===== src/rtl/gate_pipe.sv =====
// gate_pipe: two-stage valid/ready pipeline that applies a bitwise gate
// operation to operands a and b, can OR the result into a sticky accumulator,
// and emits the result together with its population count.
//
// Ports
//   clk, reset          single clock, synchronous active-high reset
//   in_valid/in_ready   upstream handshake (in_ready is combinational)
//   a, b, op            operands and operation select
//                       (00 a&~b, 01 a&b, 10 a|b, 11 a^b)
//   acc_en, acc_clr     fold beat into accumulator / clear accumulator
//   out_valid/out_ready downstream handshake
//   z, ones             result and number of set bits in z
//   count               accepted input beats, wrapping
module gate_pipe #(
  parameter  int unsigned WIDTH = 8,
  parameter  int unsigned CNTW  = 16,
  localparam int unsigned ONESW = $clog2(WIDTH + 1)
) (
  input  logic             clk,
  input  logic             reset,
  input  logic             in_valid,
  output logic             in_ready,
  input  logic [WIDTH-1:0] a,
  input  logic [WIDTH-1:0] b,
  input  logic [1:0]       op,
  input  logic             acc_en,
  input  logic             acc_clr,
  output logic             out_valid,
  input  logic             out_ready,
  output logic [WIDTH-1:0] z,
  output logic [ONESW-1:0] ones,
  output logic [CNTW-1:0]  count
);

  // Pipeline and accumulator state
  logic             v1;
  logic             v2;
  logic [WIDTH-1:0] s1Data;
  logic [WIDTH-1:0] s2Data;
  logic [ONESW-1:0] s2Ones;
  logic [WIDTH-1:0] acc;
  logic [CNTW-1:0]  beatCount;

  // Combinational helpers
  logic             accept;
  logic             s1Move;
  logic             outXfer;
  logic [WIDTH-1:0] opResult;
  logic [WIDTH-1:0] accBase;
  logic [WIDTH-1:0] s1Next;
  logic [WIDTH-1:0] accNext;
  logic [ONESW-1:0] s1Ones;

  // Population count of a WIDTH-bit word
  function automatic logic [ONESW-1:0] popCount(input logic [WIDTH-1:0] v);
    logic [ONESW-1:0] n;
    n = '0;
    for (int unsigned i = 0; i < WIDTH; i++) begin
      n = n + ONESW'(v[i]);
    end
    return n;
  endfunction

  // Handshake decode; S1 drains into S2 whenever S2 is empty or emptying
  always_comb begin
    s1Move   = v1 && (!v2 || out_ready);
    in_ready = !v1 || s1Move;
    accept   = in_valid && in_ready;
    outXfer  = v2 && out_ready;
  end

  // Gate operation
  always_comb begin
    opResult = '0;
    unique case (op)
      2'b00:   opResult = a & ~b;
      2'b01:   opResult = a & b;
      2'b10:   opResult = a | b;
      2'b11:   opResult = a ^ b;
      default: opResult = '0;
    endcase
  end

  // Accumulator path: a coincident clear takes effect before the fold
  always_comb begin
    accBase = acc_clr ? '0 : acc;
    s1Next  = acc_en ? (accBase | opResult) : opResult;
    accNext = acc;
    if (accept && acc_en) begin
      accNext = accBase | opResult;
    end else if (acc_clr) begin
      accNext = '0;
    end
    s1Ones = popCount(s1Data);
  end

  // Stage 1 and accumulator
  always_ff @(posedge clk) begin
    if (reset) begin
      v1     <= 1'b0;
      s1Data <= '0;
      acc    <= '0;
    end else begin
      acc <= accNext;
      if (accept) begin
        v1     <= 1'b1;
        s1Data <= s1Next;
      end else if (s1Move) begin
        v1 <= 1'b0;
      end
    end
  end

  // Stage 2: result and its bit count register together
  always_ff @(posedge clk) begin
    if (reset) begin
      v2     <= 1'b0;
      s2Data <= '0;
      s2Ones <= '0;
    end else if (s1Move) begin
      v2     <= 1'b1;
      s2Data <= s1Data;
      s2Ones <= s1Ones;
    end else if (outXfer) begin
      v2 <= 1'b0;
    end
  end

  // Accepted-beat counter, wraps naturally
  always_ff @(posedge clk) begin
    if (reset) begin
      beatCount <= '0;
    end else if (accept) begin
      beatCount <= beatCount + CNTW'(1);
    end
  end

  assign out_valid = v2;
  assign z         = s2Data;
  assign ones      = s2Ones;
  assign count     = beatCount;

endmodule


===== config.mk =====
export PLATFORM = sky130hd
export DESIGN_NAME = gate_pipe
export DESIGN_NICKNAME = d
export VERILOG_FILES = /design/src/rtl/gate_pipe.sv
export SDC_FILE = /design/constraint.sdc
export NUM_CORES = 1
export LEC_CHECK = 0
export ABC_AREA = 0
export BUFFER_PORTS_ARGS = -buffer_cell sky130_fd_sc_hd__buf_4
export CORE_ASPECT_RATIO = 1.4
export CORE_MARGIN = 2
export CORE_UTILIZATION = 35
export DETAILED_ROUTE_END_ITERATION = 10
export HOLD_SLACK_MARGIN = 0.1
export PLACE_DENSITY = 0.61
export SYNTH_ARGS = -nofsm -noshare
export SYNTH_HDL_FRONTEND = slang
export SYNTH_SLANG_ARGS = --single-unit

===== constraint.sdc =====
create_clock -name clk -period 8 [get_ports clk]
set_clock_uncertainty 0.05 [all_clocks]
set_input_delay 1.6 -clock clk [delete_from_list [all_inputs] [get_ports clk]]
set_output_delay 1.6 -clock clk [all_outputs]
set_load 0.05 [all_outputs]

# Yosys cells after proc, flatten, opt, wreduce, memory -nomap -nowiden
# Index checks and enable logic that the tools add are counted.
# totals
reg_bits	46
latchBits	0
ramBits	0
rom_bits	0
input_bits	24
word_cells	43
mem_count	0
# op_classes
add_sub_neg	8
multipliers	0
div	0
order_cmp	0
n_eq_ne	3
shifts	0
muxes	8
n_bitwise	6
n_reduce_logical	11
# ops
op	n
$pmux W8 S4	1
$mux W8	3
$add A16 B1 Y16 const B	1
$add A4 B1 Y4	4
$and A8 B8 Y8	2
$or A8 B8 Y8	2
$not A8 Y8	1
$xor A8 B8 Y8	1
$add A3 B1 Y4	1
$eq A2 B2 Y1 const B	2
$logic_and A1 B1 Y1	4
$mux W1	4
$reduce_bool A2 Y1	2
$add A2 B1 Y3	1
$add A1 B1 Y2	1
$eq A2 B1 Y1 const B	1
$logic_not A1 Y1	2
$logic_not A2 Y1	1
$logic_or A1 B1 Y1	2

# Longest topological paths before layout
# Gate-level depths: netlist of the first run.
# depth
word_depth	7
mapped_depth	11

# Worst setup path after synthesis of the first run
# Ideal clock, no wire load.
# synth_timing
kind	in2out
from	in out_ready
to	out in_ready
t_arrival_ns	2.159
required_time_ns	6.350
slack_ns	4.191
cell_stages	2
path_buffers	0
cell_sequence	and3b_1 > inv_1
# synth_between
elab_chain_len	3
# synth_lines
item	line	text
start: declaration	29	input logic out_ready,
$logic_or A1 B1 Y1	66	s1Move = v1 && (!v2 || out_ready);
$logic_and A1 B1 Y1	66	
$logic_or A1 B1 Y1	67	in_ready = !v1 || s1Move;
end: declaration	22	output logic in_ready,
# Every way passes these cells.

# Final worst setup path of the first run
# Same ends and word-level chain as after synthesis.

==> impl_metrics.py, run 1 <==
metrics = {
    "setup_path": {
        "reg2reg_slack_ps": 4990,
        "endpoint_kind": "primary output",
        "r2r_cells": 11,
        "cp-start-kind": "primary input",
        "r2r-end": "ones[2]$_SDFFE_PP0P_",
        "r2r_start": "s1Data[0]$_SDFFE_PP0P_",
        "required_ps": 6350,
        "cp.arrival_ps": 2640,
        "crit_type": "in -> out",
        "crit_fanout": 14,
    },
    "floorplan": {
        "fp.dieArea_sq_um": 7735,
        "initial_core_util": 0.3575,
        "die_y_um": 103.3,
        "die_x_um": 74.91,
        "rows": 36,
        "coreArea_sq_um": 6892,
        "io_pins": 54,
    },
    "synth": {
        "synth_top_cell_area_share": 0.3738,
        "ys_seq_area_frac": 0.3738,
        "syn_inst": 297,
        "synth_edf_count": 0,
        "yosys_warnings": 0,
        "synth_cell_type_count": 40,
        "synth_top_flop_cell": "dfxtp_1",
        "syn-num-nets": 337,
        "synth_area_leaders": "dfxtp_1 37%, ha_1 6.1%, inv_1 5.5%, nand2_1 5.2%, xnor2_1 5.0%",
        "synth_area_per_cell_sq_um": 8.295,
        "synth_area_sq_um": 2464,
        "ys_seq_elements": 46,
        "async_flop_share": 0,
        "synth_top_cell_by_area": "dfxtp_1",
    },
    "sta": {
        "setup_violations": 0,
        "slew_violations": 0,
        "max_slew_margin": 0.6710,
        "fmax_mhz": 233.2,
        "rsz0062_at_grt": "no",
        "layout_worst_path_cycle_share": 0.5359,
        "finalSetupTns_ps": 0,
        "post-route-min-period_ps": 4288,
        "setup_slack_ps": 3712,
        "hold_violations": 0,
        "tightest_slew_ps": 493.5,
    },
    "power": {
        "p_per_area_nw_per_um2": 167.2,
        "peakVddDrop_uv": 58.46,
        "p_leak_nw": 1.278,
    },
    "grt": {
        "grt_pass1_wl_um": 8211,
        "grt_use_total": 0.1330,
        "grt-ovfl-total": 0,
        "grt_pass1_vias": 1909,
        "antenna_found_initial": 0,
        "grt_max_degree": 50,
    },
    "routing": {
        "wire_per_inst_um": 11.00,
        "drtIter0Drc": 83,
        "dr.pass1.iters": 4,
        "drcViolationCount": 0,
        "via_per_inst": 4.726,
        "wl_um": 4816,
        "antenna_left": 0,
        "vias": 2070,
    },
    "clock_network": {
        "cts.clk_slew.worst_paths_ps": 80,
        "cts_made_buffers": 5,
        "post_cts_buffers": 0,
        "numClockSinks": 46,
        "htreeDepth": 2,
        "clock_latency_ps": 290,
        "cts_hold_buf": 0,
        "cts_root_buf": "clkbuf_8",
        "clockBufferDepth": 2,
        "cts_tree": "built",
        "cts_resized": 0,
    },
    "hold_path": {
        "hold_class": "reg -> reg",
        "whs_endpoint": "z[6]$_SDFFE_PP0P_",
        "hold_depth": 2,
        "min_from": "s1Data[6]$_SDFFE_PP0P_",
    },
    "cells_and_area": {
        "drive_gt1_frac": 0.2070,
        "area_growth_pct": 23.11,
        "antenna_cells": 0,
        "final_cell_count_no_fill": 438,
        "nets": 382,
        "multi_input_area_sq_um": 1350,
        "nFillCells": 723,
        "final_cell_area_sq_um": 3033,
        "seqCellArea_sq_um": 920.9,
    },
    "placed_design": {
        "place_ws_ps": 3728,
        "place_inst": 430,
        "globalplace.congestion": 0.7718,
        "dpl.hpwl_um": 3686,
        "io_buffers": 53,
        "placedInstanceArea_sq_um": 2923,
    },
    "job": {
        "maxCapViolCount": 0,
    },
    "run_status": {
        "outcome": "completed",
    },
}
per-stage QoR:
step,power [mW],hold WS [ps],util
final,0.5070,400.2,0.4401
after global routing,0.5399,428.1,0.4401
after CTS,0.5159,400.6,0.4401
after detailed placement,0.3527,390.8,0.4241
after global placement,0.3504,394.1,0.4241
after floorplan,0.3221,381.9,-
report_power, final:
part / total [mW] / switching, mW / internal (mW)
registers: 0.245 / 0.00657 / 0.239
clock network: 0.161 / 0.0739 / 0.0872
logic: 0.101 / 0.0584 / 0.0424
total: 0.507 / 0.139 / 0.368
cell usage in the layout, fill, tap and decap left out, types with 3 or more instances in the layout:
master	n
a211oi_1	11
a21oi_1	22
a31oi_1	3
a32o_1	5
buf_4	53
clkbuf_8	8
dfxtp_1	46
fa_1	4
ha_1	12
inv_1	36
nand2_1	34
nand2b_1	13
nand3_1	4
nand4_1	4
nor2_1	24
nor2b_1	12
nor3_1	6
o21ai_0	4
o32ai_1	3
xnor2_1	14
critical path, stage by stage:
cell and delay [ps]:
buf_4 110, and3b_1 510, inv_1 190, buf_4 230
cell type report:
type                            count  area share
Inverter                           36     0.04455
Sequential cell                    46      0.3036
Timing Repair Buffer               53      0.1312
Multi-Input combinational cell    200      0.4451
Clock buffer                        8     0.03630
Tap cell                           95     0.03919
synthesized netlist by cell type (2+ instances only):
cell type  number
nand4_2         2
xnor2_1        14
nand4_1         4
clkbuf_1       12
nand3_1         4
a21oi_1        22
a32o_1          5
a211oi_1       11
buf_1           2
o21ai_0         4
nand2_1        34
ha_1           12
nor4_1          2
a31oi_1         3
inv_1          36
fa_1            4
nor2b_1        12
or4_4           2
nor2_1         24
mux4_2          2
nor3_1          6
o32ai_1         3
dfxtp_1        46
nand2b_1       13
nor4b_1         2
xor2_1          2
state kept, by name, summed over array words and instances, names as in the netlist:
name and count:
acc 8, count 16, ones 4, out_valid 1, s1Data 8, v1 1
z 8
worst max-delay path by stage:
stage	from	slack [ps]	endpoint	depth (start not counted)
finish	out_ready	3710	in_ready	4
global route	out_ready	3620	in_ready	4
CTS	out_ready	3720	in_ready	4
detailed placement	out_ready	3730	in_ready	4
global placement	out_ready	3740	in_ready	4
floorplan	out_ready	4190	in_ready	2
cells by family after synthesis:
| kind of cell | share of synthesized area |
|---|---|
| XOR/XNOR | 0.05688 |
| flip-flops | 0.3738 |
| AO/OA/AOI/OAI | 0.1417 |
| multiplexers | 0.01828 |
| AND/OR/NAND/NOR | 0.2377 |
| adder cells (fa/ha/maj) | 0.09345 |
| buffers and inverters | 0.07821 |
layer usage:
metal | wire (um) | up-vias | share of wire | track usage
met3 | 205 | 4 | 0.043 | 0.03198
li1 | - | 1085 | - | -
met5 | 0 | - | 0 | 0
met4 | 53 | 0 | 0.011 | 0.04121
met2 | 2414 | 37 | 0.50 | 0.2341
met1 | 2143 | 944 | 0.44 | 0.1573
Power figures use the tool's default switching activity.
==> inputs of run 2 (changes only) <==
==> constraint.sdc (replaced) <==
create_clock -name clk -period 4.4 [get_ports clk]
set_clock_uncertainty 0.05 [all_clocks]
set_input_delay 0.88 -clock clk [delete_from_list [all_inputs] [get_ports clk]]
set_output_delay 0.88 -clock clk [all_outputs]
set_load 0.05 [all_outputs]
==> impl_metrics.py, run 2 (synthesis results as in run 1) <==
metrics = {
    "clock_network": {
        "cts_tree": "built",
        "numClockSinks": 46,
        "cts_resized": 0,
        "htreeDepth": 2,
        "cts.clk_slew.worst_paths_ps": 80,
        "cts_made_buffers": 5,
        "clock_latency_ps": 290,
        "cts_root_buf": "clkbuf_8",
        "post_cts_buffers": 0,
        "cts_hold_buf": 0,
        "clockBufferDepth": 2,
    },
    "setup_path": {
        "reg2reg_slack_ps": 1450,
        "critPathBufInv": 3,
        "worstSetupEndpoint": "ones[2]$_SDFFE_PP0P_",
        "critPathTopFamily": "adder cells",
        "crit_start": "s1Data[0]$_SDFFE_PP0P_",
        "critPathMaxStageDelay_ps": 530,
        "cp.arrival_ps": 3110,
        "endpoint_kind": "flop",
        "r2r-end": "ones[2]$_SDFFE_PP0P_",
        "cp_slowest_cell": "fa_1",
        "r2r_start": "s1Data[0]$_SDFFE_PP0P_",
        "cp-start-kind": "flop",
        "critPathMostFrequentCell": "fa_1",
        "r2r_cells": 11,
        "required_ps": 4570,
        "crit_fanout": 3,
        "crit_chain": "fa_1 -> inv_1 -> fa_1 -> fa_1 -> inv_1 -> ha_1 -> inv_1 -> fa_1 -> xnor2_1 -> nand2_1 -> a21oi_1",
        "path_depth": 11,
        "crit_type": "reg -> reg",
    },
    "placed_design": {
        "io_buffers": 53,
        "globalplace.congestion": 0.7633,
        "dpl.hpwl_um": 3818,
        "placedInstanceArea_sq_um": 2923,
        "place_inst": 430,
    },
    "routing": {
        "antenna_left": 0,
        "via_per_inst": 4.762,
        "wl_um": 4941,
        "drcViolationCount": 0,
        "dr.pass1.iters": 4,
        "vias": 2081,
        "wire_per_inst_um": 11.31,
        "drtIter0Drc": 57,
    },
    "floorplan": {
        "die_x_um": 74.91,
        "io_pins": 54,
        "die_y_um": 103.3,
        "initial_core_util": 0.3575,
        "fp.dieArea_sq_um": 7735,
        "coreArea_sq_um": 6892,
        "rows": 36,
    },
    "grt": {
        "antenna_found_initial": 0,
        "grt_pass1_vias": 1887,
        "grt-ovfl-total": 0,
        "grt_use_total": 0.1356,
        "grt_max_degree": 50,
        "grt_pass1_wl_um": 8307,
    },
    "power": {
        "peakVddDrop_uv": 118.6,
        "p_leak_nw": 1.259,
        "p_per_area_nw_per_um2": 288.2,
        "power_mw": 0.8645,
    },
    "cells_and_area": {
        "multi_input_area_sq_um": 1350,
        "seqCellArea_sq_um": 920.9,
        "largest_register_ffs": 16,
        "final_cell_area_sq_um": 2999,
        "mostFrequentLayoutCells": "53 x buf_4, 46 x dfxtp_1, 36 x inv_1",
        "utilization": 0.4352,
        "final_cell_count_no_fill": 437,
        "nets": 382,
        "final_common_cell": "buf_4",
        "drive_gt1_frac": 0.1988,
        "antenna_cells": 0,
        "area_growth_pct": 21.74,
        "nFillCells": 714,
    },
    "sta": {
        "hold_violations": 0,
        "fmax_mhz": 339.4,
        "post-route-min-period_ps": 2947,
        "setup_violations": 0,
        "layout_worst_path_cycle_share": 0.6697,
        "tightest_slew_ps": 503.8,
        "finalSetupTns_ps": 0,
        "max_slew_margin": 0.6641,
        "rsz0062_at_grt": "no",
        "slew_violations": 0,
    },
    "job": {
        "maxCapViolCount": 0,
    },
    "hold_path": {
        "hold_class": "reg -> reg",
    },
    "run_status": {
        "outcome": "completed",
    },
}
[run 2: cell count changes in the layout (fill, tap and decap cells not counted)]
| cell | change |
|---|---|
| clkbuf_1 | +2 |
| clkbuf_8 | -3 |
[run 2: area by class of cell]
type / instances / area share
multi-input combinational: 200 / 0.4501
tap: 95 / 0.03963
clock buffer: 7 / 0.02545
inverter: 36 / 0.04506
timing repair buffer: 53 / 0.1327
sequential: 46 / 0.3071
[run 2: power breakdown]
group          internal, mW  leakage, nW  switching [mW]
sequential            0.434        0.375          0.0118
combinational        0.0770        0.846           0.108
clock                 0.109       0.0383           0.125
[run 2: worst reg2reg max path: stages (launching register included)]
cell,delay (ps)
dfxtp_1,340
fa_1,530
inv_1,50
fa_1,490
fa_1,410
inv_1,70
ha_1,150
inv_1,50
fa_1,370
xnor2_1,160
nand2_1,60
a21oi_1,150
[run 2: through the flow]
step	hold slack [ps]	setup WS [ps]
2_1_floorplan	381.9	1564
3_3_place_gp	393.4	1503
3_5_place_dp	395.8	1428
4_1_cts	407.1	1425
5_1_grt	425.9	1310
6_report	404.3	1453
[run 2: how the worst min path moves through the flow]
stage / startpoint / endpoint / slack [ps] / cells after the start
finish: s1Data[5]$_SDFFE_PP0P_ / z[5]$_SDFFE_PP0P_ / 400 / 2
global route: ones[3]$_SDFFE_PP0P_ / ones[3]$_SDFFE_PP0P_ / 430 / 2
global placement: s1Data[5]$_SDFFE_PP0P_ / z[5]$_SDFFE_PP0P_ / 390 / 2
detailed placement: s1Data[5]$_SDFFE_PP0P_ / z[5]$_SDFFE_PP0P_ / 400 / 2
CTS: ones[3]$_SDFFE_PP0P_ / ones[3]$_SDFFE_PP0P_ / 410 / 2
floorplan: s1Data[7]$_SDFFE_PP0P_ / z[7]$_SDFFE_PP0P_ / 380 / 2
[run 2: per-layer routing]
layer	wire length, um	GRT usage
met1	2212	0.1676
met2	2463	0.2314
met3	209	0.02907
met4	56	0.04533
met5	0	0
==> inputs of run 3 (changes only) <==
==> constraint.sdc (replaced) <==
create_clock -name clk -period 2.75 [get_ports clk]
set_clock_uncertainty 0.05 [all_clocks]
set_input_delay 0.55 -clock clk [delete_from_list [all_inputs] [get_ports clk]]
set_output_delay 0.55 -clock clk [all_outputs]
set_load 0.05 [all_outputs]
==> impl_metrics.py, run 3 (synthesis results as in run 1) <==
metrics = {
    "cells_and_area": {
        "drive_gt1_frac": 0.2334,
        "largest_register_ffs": 16,
        "area_growth_pct": 24.58,
        "nets": 388,
        "antenna_cells": 0,
        "multi_input_area_sq_um": 1368,
        "final_cell_count_no_fill": 442,
        "final_common_cell": "buf_4",
        "nFillCells": 722,
        "mostFrequentLayoutCells": "59 x buf_4, 45 x dfxtp_1, 35 x inv_1",
        "seqCellArea_sq_um": 922.1,
    },
    "grt": {
        "grt_use_total": 0.1371,
        "grt-ovfl-total": 0,
        "grt_pass1_wl_um": 8424,
        "antenna_found_initial": 0,
        "met3_usage": 0.03004,
        "grt_max_degree": 50,
        "grt_pass1_vias": 1933,
        "grt_use_met1": 0.1674,
        "use_met2": 0.2362,
        "busiest_layer": "met2",
    },
    "clock_network": {
        "cts_made_buffers": 5,
        "cts_root_buf": "clkbuf_8",
        "cts.clk_slew.worst_paths_ps": 80,
        "numClockSinks": 46,
        "clockBufferDepth": 2,
        "htreeDepth": 2,
        "cts_tree": "built",
        "clock_latency_ps": 290,
    },
    "routing": {
        "wire_per_inst_um": 11.38,
        "vias": 2113,
        "via_per_inst": 4.781,
        "wl_um": 5032,
        "drcViolationCount": 0,
        "dr.pass1.iters": 4,
        "antenna_left": 0,
        "drtIter0Drc": 64,
    },
    "placed_design": {
        "io_buffers": 53,
        "globalplace.congestion": 0.7802,
        "place_inst": 434,
        "dpl.hpwl_um": 3821,
        "place_ws_ps": -167.0,
    },
    "sta": {
        "hold_violations": 0,
        "slew_violations": 0,
        "fmax_mhz": 345.5,
        "max_slew_margin": 0.6745,
        "layout_worst_path_cycle_share": 1.052,
        "rsz0062_at_grt": "yes",
        "tightest_slew_ps": 488.2,
        "setup_slack_ps": -144.3,
        "post-route-min-period_ps": 2894,
        "finalSetupTns_ps": -254.7,
        "setup_violations": 3,
    },
    "floorplan": {
        "die_y_um": 103.3,
        "die_x_um": 74.91,
        "coreArea_sq_um": 6892,
        "fp.dieArea_sq_um": 7735,
        "rows": 36,
        "io_pins": 54,
        "initial_core_util": 0.3575,
    },
    "setup_path": {
        "critPathMaxStageDelay_ps": 520,
        "crit_chain": "fa_1 -> inv_1 -> fa_1 -> fa_1 -> inv_1 -> ha_2 -> inv_2 -> fa_2 -> xnor2_2 -> nand2_1 -> a21oi_1",
        "cp.arrival_ps": 3070,
        "critPathMostFrequentCell": "fa_1",
        "critPathBufInv": 3,
        "crit_fanout": 2,
        "cp_slowest_cell": "fa_1",
        "crit_type": "reg -> reg",
        "required_ps": 2930,
        "endpoint_kind": "flop",
        "critPathTopFamily": "adder cells",
        "cp-start-kind": "flop",
    },
    "hold_path": {
        "hold_class": "reg -> reg",
    },
    "power": {
        "power_mw": 1.442,
        "p_per_area_nw_per_um2": 469.8,
        "peakVddDrop_uv": 193.6,
        "p_leak_nw": 1.304,
    },
    "run_status": {
        "violations": "setup timing",
        "outcome": "finished with violations",
    },
    "job": {
        "maxCapViolCount": 0,
    },
}
## run 3: cell count changes in the layout (fill, tap and decap cells not counted), sizes merged
cell	change
clkbuf	-1
buf	+6
## run 3: layout make-up
class	count	share of cell area
Inverter	36	0.04403
Tap cell	95	0.03873
Sequential cell	46	0.3004
Multi-Input combinational cell	200	0.4456
Timing Repair Buffer	59	0.1443
Clock buffer	6	0.02691
## run 3: layer usage
| metal | vias to the layer above | share of wire |
|---|---|---|
| li1 | 1093 | - |
| met1 | 973 | 0.45 |
| met2 | 41 | 0.50 |
| met3 | 6 | 0.040 |
| met4 | 0 | 0.016 |
| met5 | - | 0 |
## run 3: stage by stage
stage	utilization	hold slack, ps	area [sq um]
floorplan	-	381.9	2475
global placement	0.4301	393.1	2964
detailed placement	0.4301	391.5	2964
CTS	0.4432	402.7	3054
global route	0.4454	431.1	3069
finish	0.4454	400.8	3069
## run 3: worst min-delay path, cell delays in order (launching register included)
cell	delay [ps]
dfxtp_1	310
nand2_1	50
a21oi_1	50
## run 3: what timing repair did
action | CTS | global route
endpoints found under the setup margin | 2 | 3
hold buffers | 0 | 0
cloned | 0 | 0
pin swaps | 2 | 2
buffers inserted | 1 | 1
resized for setup | 0 | 1
## run 3: where the power goes
group	leakage (nW)	switching (mW)	internal (mW)
Combinational	0.885	0.181	0.141
Clock	0.0431	0.213	0.194
Sequential	0.375	0.0179	0.694
## run 3: final timing paths
check                    endpoint              startpoint  cells after the start  slack (ps)
max reg2reg  ones[2]$_SDFFE_PP0P_  s1Data[0]$_SDFFE_PP0P_                     11        -140
max          ones[2]$_SDFFE_PP0P_  s1Data[0]$_SDFFE_PP0P_                     11        -140
min reg2reg     z[6]$_SDFFE_PP0P_  s1Data[6]$_SDFFE_PP0P_                      2         400
min             z[6]$_SDFFE_PP0P_  s1Data[6]$_SDFFE_PP0P_                      2         400
